**src/rtl/uart_pkg.sv**
```systemverilog
// Shared types and constants for the UART receiver: FSM state encoding,
// parity mode selectors and the parity check helper.
package uart_pkg;

  typedef enum logic [2:0] {
    ST_IDLE,
    ST_START,
    ST_DATA,
    ST_PARITY,
    ST_STOP
  } rx_state_e;

  localparam int PAR_NONE = 0;
  localparam int PAR_ODD  = 1;
  localparam int PAR_EVEN = 2;

  // data_xor is the XOR of all data bits; returns 1 when the received parity bit is wrong
  function automatic logic parity_bad(input logic data_xor, input logic par_bit, input int mode);
    logic ones_odd;
    ones_odd = data_xor ^ par_bit;
    return (mode == PAR_ODD) ? ~ones_odd : ones_odd;
  endfunction

endpackage

```
**src/rtl/sync_fifo.sv**
```systemverilog
// Single-clock first-word-fall-through FIFO with registered pointers and
// occupancy count; a write while full is only accepted alongside a pop.
module sync_fifo #(
  parameter int WIDTH = 8,
  parameter int DEPTH = 16
) (
  input  logic                   clk,
  input  logic                   areset,
  input  logic                   wr_en,
  input  logic [WIDTH-1:0]       wr_data,
  input  logic                   rd_en,
  output logic [WIDTH-1:0]       rd_data,
  output logic                   full,
  output logic                   empty,
  output logic [$clog2(DEPTH):0] count
);

  localparam int AW = $clog2(DEPTH);

  logic [WIDTH-1:0] mem_q [DEPTH];
  logic [AW-1:0]    wr_ptr_q, rd_ptr_q;
  logic [AW:0]      count_q;
  logic             push, pop;

  assign empty   = (count_q == '0);
  assign full    = (count_q == (AW+1)'(DEPTH));
  assign pop     = rd_en & ~empty;
  assign push    = wr_en & (~full | pop);
  assign rd_data = mem_q[rd_ptr_q];
  assign count   = count_q;

  // Storage is cleared on reset so the head word reads as zero until the first write
  always_ff @(posedge clk or posedge areset) begin
    if (areset) begin
      for (int i = 0; i < DEPTH; i++) mem_q[i] <= '0;
      wr_ptr_q <= '0;
      rd_ptr_q <= '0;
      count_q  <= '0;
    end else begin
      if (push) begin
        mem_q[wr_ptr_q] <= wr_data;
        wr_ptr_q        <= wr_ptr_q + 1'b1;
      end
      if (pop) rd_ptr_q <= rd_ptr_q + 1'b1;
      case ({push, pop})
        2'b10:   count_q <= count_q + 1'b1;
        2'b01:   count_q <= count_q - 1'b1;
        default: count_q <= count_q;
      endcase
    end
  end

endmodule

```
**src/rtl/uart_rx.sv**
```systemverilog
// UART receiver: synchronises rx, frames start/data/parity/stop bits with a
// mid-bit sampling counter and pushes good words into a receive FIFO.
module uart_rx
  import uart_pkg::*;
#(
  parameter int CLKS_PER_BIT = 106,
  parameter int DATA_BITS    = 8,
  parameter int PARITY       = 0,
  parameter int STOP_BITS    = 1,
  parameter int FIFO_DEPTH   = 16
) (
  input  logic                          clk,
  input  logic                          areset,
  input  logic                          rx,
  output logic [DATA_BITS-1:0]          m_data,
  output logic                          m_valid,
  input  logic                          m_ready,
  output logic [$clog2(FIFO_DEPTH):0]   fifo_count,
  output logic                          busy,
  output logic                          frame_err,
  output logic                          parity_err,
  output logic                          overrun
);

  localparam int CW = $clog2(CLKS_PER_BIT);
  localparam int BW = $clog2(DATA_BITS);

  logic                 rx_m_q, rx_s_q;
  rx_state_e            state_q;
  logic [CW-1:0]        cnt_q;
  logic [BW-1:0]        bit_q;
  logic                 stop_q;
  logic [DATA_BITS-1:0] shreg_q;
  logic                 par_bad_q, stop_bad_q;
  logic                 frame_err_q, parity_err_q, overrun_q;
  logic                 last_stop, frame_bad, wr_en, pop, fifo_full, fifo_empty;

  always_ff @(posedge clk or posedge areset) begin
    if (areset) begin
      rx_m_q <= 1'b1;
      rx_s_q <= 1'b1;
    end else begin
      rx_m_q <= rx;
      rx_s_q <= rx_m_q;
    end
  end

  // Final stop sample: decide the frame outcome and write in this same cycle
  assign last_stop = (state_q == ST_STOP) && (cnt_q == '0) && ((STOP_BITS == 1) || stop_q);
  assign frame_bad = stop_bad_q | ~rx_s_q;
  assign wr_en     = last_stop & ~frame_bad & ~par_bad_q;
  assign pop       = m_valid & m_ready;

  always_ff @(posedge clk or posedge areset) begin
    if (areset) begin
      state_q      <= ST_IDLE;
      cnt_q        <= '0;
      bit_q        <= '0;
      stop_q       <= 1'b0;
      shreg_q      <= '0;
      par_bad_q    <= 1'b0;
      stop_bad_q   <= 1'b0;
      frame_err_q  <= 1'b0;
      parity_err_q <= 1'b0;
      overrun_q    <= 1'b0;
    end else begin
      frame_err_q  <= 1'b0;
      parity_err_q <= 1'b0;
      overrun_q    <= wr_en & fifo_full & ~pop;
      case (state_q)
        ST_IDLE: begin
          if (!rx_s_q) begin
            state_q <= ST_START;
            cnt_q   <= CW'(CLKS_PER_BIT/2 - 1);
          end
        end
        ST_START: begin
          if (cnt_q != '0) cnt_q <= cnt_q - 1'b1;
          else if (rx_s_q) state_q <= ST_IDLE;
          else begin
            state_q    <= ST_DATA;
            cnt_q      <= CW'(CLKS_PER_BIT - 1);
            bit_q      <= '0;
            stop_q     <= 1'b0;
            par_bad_q  <= 1'b0;
            stop_bad_q <= 1'b0;
          end
        end
        ST_DATA: begin
          if (cnt_q != '0) cnt_q <= cnt_q - 1'b1;
          else begin
            shreg_q <= {rx_s_q, shreg_q[DATA_BITS-1:1]};
            cnt_q   <= CW'(CLKS_PER_BIT - 1);
            if (bit_q == BW'(DATA_BITS - 1))
              state_q <= (PARITY == PAR_NONE) ? ST_STOP : ST_PARITY;
            else
              bit_q <= bit_q + 1'b1;
          end
        end
        ST_PARITY: begin
          if (cnt_q != '0) cnt_q <= cnt_q - 1'b1;
          else begin
            par_bad_q <= parity_bad(^shreg_q, rx_s_q, PARITY);
            cnt_q     <= CW'(CLKS_PER_BIT - 1);
            state_q   <= ST_STOP;
          end
        end
        ST_STOP: begin
          if (cnt_q != '0) cnt_q <= cnt_q - 1'b1;
          else if (last_stop) begin
            state_q      <= ST_IDLE;
            frame_err_q  <= frame_bad;
            parity_err_q <= ~frame_bad & par_bad_q;
          end else begin
            stop_q     <= 1'b1;
            stop_bad_q <= ~rx_s_q;
            cnt_q      <= CW'(CLKS_PER_BIT - 1);
          end
        end
        default: state_q <= ST_IDLE;
      endcase
    end
  end

  sync_fifo #(
    .WIDTH(DATA_BITS),
    .DEPTH(FIFO_DEPTH)
  ) u_fifo (
    .clk    (clk),
    .areset (areset),
    .wr_en  (wr_en),
    .wr_data(shreg_q),
    .rd_en  (m_ready),
    .rd_data(m_data),
    .full   (fifo_full),
    .empty  (fifo_empty),
    .count  (fifo_count)
  );

  assign m_valid    = ~fifo_empty;
  assign busy       = (state_q != ST_IDLE);
  assign frame_err  = frame_err_q;
  assign parity_err = parity_err_q;
  assign overrun    = overrun_q;

endmodule

```
**config.mk**
```make
export PLATFORM = sky130hd
export DESIGN_NAME = uart_rx
export DESIGN_NICKNAME = d
export VERILOG_FILES = /design/src/rtl/uart_pkg.sv /design/src/rtl/sync_fifo.sv /design/src/rtl/uart_rx.sv
export SDC_FILE = /design/constraint.sdc
export NUM_CORES = 1
export LEC_CHECK = 0
export ABC_AREA = 1
export CAP_MARGIN = 0
export CORE_AREA = 2 2 120 122
export CTS_BUF_LIST = sky130_fd_sc_hd__clkbuf_2
export CTS_CLUSTER_SIZE = 25
export DETAILED_ROUTE_END_ITERATION = 12
export DIE_AREA = 0 0 122 124
export PLACE_DENSITY = 0.8
export SETUP_SLACK_MARGIN = 0.15
export SYNTH_ARGS = -nofsm -noshare
export SYNTH_HDL_FRONTEND = slang
export SYNTH_SLANG_ARGS = --single-unit
```
**constraint.sdc**
```tcl
create_clock -name clk -period 8.2 [get_ports clk]
set_input_delay 1.64 -clock clk [delete_from_list [all_inputs] [get_ports clk]]
set_output_delay 1.64 -clock clk [all_outputs]
set_load 0.01 [all_outputs]
```
==> results.md, run 1 <==
* Total DRC errors in the routed layout at 0
* Type of the worst min-delay path: reg2reg
* Post-CTS clock slew at the launch and capture registers of the worst setup and hold paths at 220 ps
* 1st-pass router iterations at 6
* Setup-violating endpoint count in the final report at 0
* Global route total overflow at 0
* Total number of placement rows at 43
* Final Hold Violating Endpoints at 0
* Num CTS Buffers at 17
* I/O Pins at 22
* Total Power at about 2100 uW
* Comb power frac at 0.373
* Global-route total usage across every layer at 0.291
* Per-cell routed wire length at around 16 um
* CTS Sinks at between 150 and 200
* Met2 track utilization from global routing at 0.449
* Number of max-slew violations in the final report at 0
* Post-Syn Area at approximately 8600 sq um
* CTS tree: yes
* Final worst path period share at 0.646
* GR Util met3 at 0.0485
* Max Clock Skew at 37.2 ps
* HPWL Detailed at 13000 um
* Status: finished, final reports clean
* Pin count of the biggest net entering global routing at 96
* CTS HTree Levels at 4
* Accumulated negative setup slack at 0 ps
* Total of buffers placed on input and output ports at 21
* GP Congestion at 0.879
* Drt initial violations at 991
* Actual slew at the worst max-slew pin at a little over 1000 ps
* Number of nets in the finished design at roughly 1100
* Met1 usage in global routing at 0.427
* Post-CTS Hold Fix Bufs at 0
* Routed wire length at 20900 um
* Int Power at 1250 uW
* Max FO, Critical Path at 73
* Chip height at ~120 um
* Core Area at 13700 sq um
* Distinct cell type count of the synthesized netlist at 34
* Switching power of the nets at approximately 800 uW
* CP Class: reg2out
* Crit. End Element: primary output
* Deepest clock path buffer count at 2
* Resized Gates After CTS at 0
* Switching share of power at 0.393
* Dominant register cell in the synthesized netlist: sky130_fd_sc_hd__dfrtp_1
* Number of warnings reported in the yosys synthesis log at 0
* Clk_lat worst skew at 770 ps
* Number of global-route vias before repair at 6777
* Starting utilization of the core area at 0.628
* Commonest non-fill, non-tap cell in the layout: sky130_fd_sc_hd__nand2_1
* Worst-case hold slack at 379 ps
* Fraction of final layout cells with drive strength greater than 1 at 0.0477
* Part of the power in the clock network at 0.188
* Vias after detailed routing at approximately 7600
* Die X-Extent at 122 um
* Top achievable clock speed at 0.189 GHz
* Fraction of registers with async set/reset at 1.00
* Gate count after technology mapping at around 1100
* Relative contribution of sequential cells to total power at 0.439
* Worst max-slew margin expressed relative to the limit at 0.318
* Total Die Area at 15100 sq um
* Maxcap violations at 0
* Buffer cell driving the clock tree root: sky130_fd_sc_hd__clkbuf_2
* Minimum clock period after layout at ~5300 ps
* Arrival @ worst endpoint at 3660 ps
* Commonest non-fill, non-tap cells in the layout: sky130_fd_sc_hd__nand2_1, sky130_fd_sc_hd__dfrtp_1, sky130_fd_sc_hd__nand3_1
* Number of synthesized flops with an enable pin at 0
* PwrDens at between 200 and 250 nW/um^2
* First-pass GRT wire length at 34200 um
* Area delta synth->final at 4.76%
* Number of register bits inferred by synthesis at 169
* Syn_area_per_cell at 7.61 sq um
* Remaining number of nets flagged by the antenna check after routing at 0
* Critical path launch point type: flip-flop
* Unrepaired setup endpoints after global routing: no
* Average via count per standard cell at 5.78
* Busiest grt layer: met2
* Antenna violations before repair at 0
* Leakage at 0.00472 uW
* Required @ worst endpoint at 6560 ps
* Net count of the mapped netlist at 1148
* Register area share after synthesis at 0.491
* Worst vdd rail ir drop at 175 uV
* Setup repair bufs after CTS at 0
* # diodes at 0
[per-layer routing]
| metal | vias up | part of all wire |
|---|---|---|
| met5 | - | 0 |
| met4 | 0 | 0.017 |
| met3 | 31 | 0.064 |
| met2 | 289 | 0.46 |
| met1 | 3582 | 0.46 |
| li1 | 3681 | - |
[registers in the layout, summed over array words and instances, names as in the netlist]
register	count
state_q	3
u_fifo.mem_q	128
frame_err	1
u_fifo.wr_ptr_q	4
shreg_q	8
u_fifo.rd_ptr_q	4
par_bad_q	1
stop_bad_q	1
parity_err	1
rx_m_q	1
overrun	1
cnt_q	7
u_fifo.count	5
bit_q	3
rx_s_q	1
[layout make-up]
| cell class | instances | area [sq um] |
|---|---|---|
| Clock inverter | 11 | 82.6 |
| Multi-Input combinational cell | 845 | 3890 |
| Sequential cell | 169 | 4230 |
| Inverter | 58 | 223 |
| Tap cell | 180 | 225 |
| Clock buffer | 20 | 100 |
| Timing Repair Buffer | 30 | 278 |
| Fill cell | 1179 | 4690 |
[synth_stat cells, types with 10 or more instances]
| master | number | area share |
|---|---|---|
| sky130_fd_sc_hd__dfrtp_1 | 167 | 0.48 |
| sky130_fd_sc_hd__o221ai_1 | 10 | 0.010 |
| sky130_fd_sc_hd__nor2_1 | 122 | 0.053 |
| sky130_fd_sc_hd__o21ai_1 | 14 | 0.0081 |
| sky130_fd_sc_hd__o211ai_1 | 22 | 0.019 |
| sky130_fd_sc_hd__nand3_1 | 161 | 0.093 |
| sky130_fd_sc_hd__nand2_1 | 370 | 0.16 |
| sky130_fd_sc_hd__buf_4 | 10 | 0.0087 |
| sky130_fd_sc_hd__ha_1 | 12 | 0.017 |
| sky130_fd_sc_hd__clkbuf_1 | 40 | 0.017 |
| sky130_fd_sc_hd__inv_1 | 53 | 0.023 |
| sky130_fd_sc_hd__o21ai_0 | 83 | 0.048 |
[power by group through the flow]
| stage | Clock [uW] | Combinational [uW] | Sequential, uW |
|---|---|---|---|
| 3_5_place_dp | 0 | 760 | 918 |
| 5_1_grt | 429 | 850 | 909 |
| 2_1_floorplan | 0 | 515 | 901 |
| 6_report | 389 | 770 | 905 |
| 4_1_cts | 392 | 762 | 904 |
| 3_3_place_gp | 0 | 751 | 919 |
[worst max-delay path, stage by stage (launching register included)]
cell                              delay (ps)
sky130_fd_sc_hd__dfrtp_2                 430
sky130_fd_sc_hd__buf_4                   320
sky130_fd_sc_hd__inv_2                   770
sky130_fd_sc_hd__nor2_1                   80
sky130_fd_sc_hd__nor2_1                  120
sky130_fd_sc_hd__o21ai_0                  90
sky130_fd_sc_hd__o211ai_1                160
sky130_fd_sc_hd__o211ai_1                160
sky130_fd_sc_hd__nand2_1                 160
sky130_fd_sc_hd__clkdlybuf4s50_1         550
[final timing paths]
| kind | start | end | slack, ps | cells past startpoint |
|---|---|---|---|---|
| worst min-delay path | rx_m_q | rx_s_q | 380 | 0 |
| min in group asynchronous | areset | u_fifo.mem_q[51] | 1370 | 2 |
| max in group asynchronous | areset | shreg_q[6] | 5340 | 3 |
| worst max register to register | cnt_q[0] | u_fifo.count[4] | 4450 | 20 |
| worst max-delay path | u_fifo.rd_ptr_q[0] | m_data[4] | 2900 | 9 |
| worst min register to register | rx_m_q | rx_s_q | 380 | 0 |
[per-stage QoR]
step / instance area (sq um) / utilization / setup slack [ps] / std cells
after floorplan: 8620 / - / 1990 / 1132
after global placement: 8850 / 0.645 / 3810 / 1282
after detailed placement: 8850 / 0.645 / 3800 / 1282
after CTS: 9030 / 0.658 / 2980 / 1313
after global routing: 9030 / 0.658 / 2650 / 1313
final: 9030 / 0.658 / 2900 / 1313
[cells by family (layout without fill, tap and decap cells)]
| group | Yosys count | in the layout | synth area share |
|---|---|---|---|
| compound gates | 145 | 145 | 0.0965 |
| xor+xnor | 12 | 12 | 0.0122 |
| fa+ha+maj | 12 | 12 | 0.0174 |
| buf+inv | 118 | 119 | 0.0579 |
| flops | 169 | 169 | 0.491 |
| simple gates | 676 | 676 | 0.325 |
(Power assumes the default switching activity.)
==> run 2: changes to the inputs <==
==> constraint.sdc (replaced) <==
create_clock -name clk -period 5.5 [get_ports clk]
set_input_delay 1.1 -clock clk [delete_from_list [all_inputs] [get_ports clk]]
set_output_delay 1.1 -clock clk [all_outputs]
set_load 0.01 [all_outputs]
==> results.md, run 2 (same netlist as run 1, synthesis figures left out) <==
* Largest regs: u_fifo.mem_q: 128 flops, shreg_q: 8 flops, cnt_q: 7 flops
* First-pass GRT wire length at 35800 um (+4.6%)
* PwrDens at 342 nW/um^2 (+49%)
* Max Clock Skew at 46.7 ps (+9.43 ps)
* Number of nets in the finished design at 1139 (+0.18%)
* Drt initial violations at 1045 (+5.4%)
* Final worst path period share at 0.821
* GP Congestion at 0.896 (+1.9%)
* Buffer cell driving the clock tree root: sky130_fd_sc_hd__clkbuf_2
* CTS tree: yes
* HPWL Detailed at 13700 um (+5.2%)
* Relative contribution of sequential cells to total power at 0.444 (+0.005)
* Total Power at 3100 uW (+50%)
* Final Hold Violating Endpoints at 0 (unchanged)
* Number of max-slew violations in the final report at 0 (unchanged)
* Accumulated negative setup slack at 0 ps (unchanged)
* Crit. End Element: primary output
* FF-to-FF Start: cnt_q[0]
* Number of global-route vias before repair at 7170 (+5.8%)
* Required @ worst endpoint at 4400 ps (-2160 ps)
* Arrival @ worst endpoint at 3420 ps (-240 ps)
* Int Power at 1880 uW (+50%)
* Comb power frac at 0.364 (-0.009)
* Core Area at 13700 sq um (unchanged)
* CP Class: reg2out
* Deepest clock path buffer count at 2 (unchanged)
* Final core utilization at 0.661 (+0.00246)
* Fraction of final layout cells with drive strength greater than 1 at 0.0519 (+0.00428)
* Starting utilization of the core area at 0.628 (unchanged)
* Post-CTS clock slew at the launch and capture registers of the worst setup and hold paths at 230 ps (about the same)
* Num CTS Buffers at 17 (unchanged)
* Global-route total usage across every layer at 0.306 (+0.0149)
* Die X-Extent at 122 um (unchanged)
* R2r endpoint: u_fifo.mem_q[80]
* Setup-violating endpoint count in the final report at 0 (unchanged)
* Leakage at 0.00475 uW (+0.51%)
* Total DRC errors in the routed layout at 0 (unchanged)
* Maxcap violations at 0 (unchanged)
* Average via count per standard cell at 5.83 (+0.95%)
* Total of buffers placed on input and output ports at 21 (unchanged)
* Unrepaired setup endpoints after global routing: no
* Number of cells traversed by the worst hold path at 0 (unchanged)
* Reg with most FFs: u_fifo.mem_q
* Total Die Area at 15100 sq um (unchanged)
* Routed wire length at 21800 um (+4.5%)
* Total number of placement rows at 43 (unchanged)
* 1st-pass router iterations at 5 (-1)
* Worst vdd rail ir drop at 254 uV (+45%)
* Worst-case hold path end point: rx_s_q
* Type of the worst min-delay path: reg2reg
* Area delta synth->final at 5.15%
* Critical path launch point type: flip-flop
* Setup repair bufs after CTS at 0 (unchanged)
* Commonest non-fill, non-tap cells in the layout: sky130_fd_sc_hd__nand2_1, sky130_fd_sc_hd__dfrtp_1, sky130_fd_sc_hd__nand3_1
* Resized Gates After CTS at 0 (unchanged)
* Antenna violations before repair at 1 (+1)
* Commonest non-fill, non-tap cell in the layout: sky130_fd_sc_hd__nand2_1
* Top achievable clock speed at about 0.22 GHz
* Pin count of the biggest net entering global routing at 141 (+47%)
* CTS HTree Levels at 4 (unchanged)
* I/O Pins at 22 (unchanged)
* Chip height at 124 um (unchanged)
* Switching power of the nets at 1220 uW (+50%)
* Post-CTS Hold Fix Bufs at 0 (unchanged)
* Switching share of power at 0.394 (+0.00104)
* Max FO, Critical Path at 25 (-66%)
* Minimum clock period after layout at 4520 ps
* Status: finished, final reports clean
* Cell depth of the worst flop-to-flop path at 12 (-40%)
* Max FFs per register at 128 (unchanged)
* Actual slew at the worst max-slew pin at 1020 ps (-7.04 ps)
* Minimum setup slack among reg-to-reg paths at 2410 ps (-2040 ps)
* Global route total overflow at 0 (unchanged)
* Vias after detailed routing at 7678 (+1.3%)
* Clk_lat worst skew at 790 ps (+20 ps)
* Part of the power in the clock network at 0.192 (+0.004)
* Worst-case hold slack at 373 ps (-5.56 ps)
* Remaining number of nets flagged by the antenna check after routing at 0 (unchanged)
* Worst hold path startpoint: rx_m_q
* Per-cell routed wire length at 16.6 um (+4.2%)
* Worst max-slew margin expressed relative to the limit at 0.323 (+0.00469)
* CTS Sinks at 169 (unchanged)
## run 2: worst max path at each step
stage	start	to	slack, ps	cells past startpoint
final	u_fifo.rd_ptr_q[1]	m_data[4]	980	7
after global routing	u_fifo.rd_ptr_q[1]	m_data[4]	850	7
after CTS	u_fifo.rd_ptr_q[1]	m_data[4]	1060	7
after detailed placement	u_fifo.rd_ptr_q[1]	m_data[4]	1970	7
after global placement	u_fifo.rd_ptr_q[1]	m_data[4]	2040	7
after floorplan	areset	bit_q[0]	2250	1
## run 2: power groups by stage
stage                     combinational [uW]  clock [uW]  sequential, uW
final                                   1130         594            1370
after detailed placement                1100           0            1390
after floorplan                          768           0            1340
after global routing                    1240         656            1380
after global placement                  1080           0            1390
after CTS                               1110         601            1370
## run 2: layout make-up
type | count | area (sq um)
clock inverter | 11 | 82.6
timing repair buffer | 32 | 305
fill | 1198 | 4660
multi-input combinational | 845 | 3890
clock buffer | 21 | 105
sequential | 169 | 4230
tap | 180 | 225
inverter | 58 | 221
antenna | 1 | 2.50
## run 2: critical path, stage by stage (launching register included)
cell,delay [ps]
sky130_fd_sc_hd__dfrtp_1,910
sky130_fd_sc_hd__inv_1,470
sky130_fd_sc_hd__nor2_1,220
sky130_fd_sc_hd__o21ai_0,100
sky130_fd_sc_hd__o211ai_1,130
sky130_fd_sc_hd__nand3_1,130
sky130_fd_sc_hd__nand2_1,120
sky130_fd_sc_hd__clkdlybuf4s50_1,540
## run 2: through the flow
step	area (sq um)	setup slack, ps	instances
2_1_floorplan	8620	2250	1132
3_3_place_gp	8870	2040	1284
5_1_grt	9060	849	1317
6_report	9060	984	1317
3_5_place_dp	8870	1970	1284
4_1_cts	9060	1060	1316
## run 2: layer usage
metal | global-route usage | up-vias | routed length, um
met4 | 0.132 | 0 | 683
met2 | 0.470 | 313 | 9930
li1 | - | 3681 | -
met3 | 0.0705 | 52 | 1660
met5 | 0 | - | 0
met1 | 0.419 | 3632 | 9580
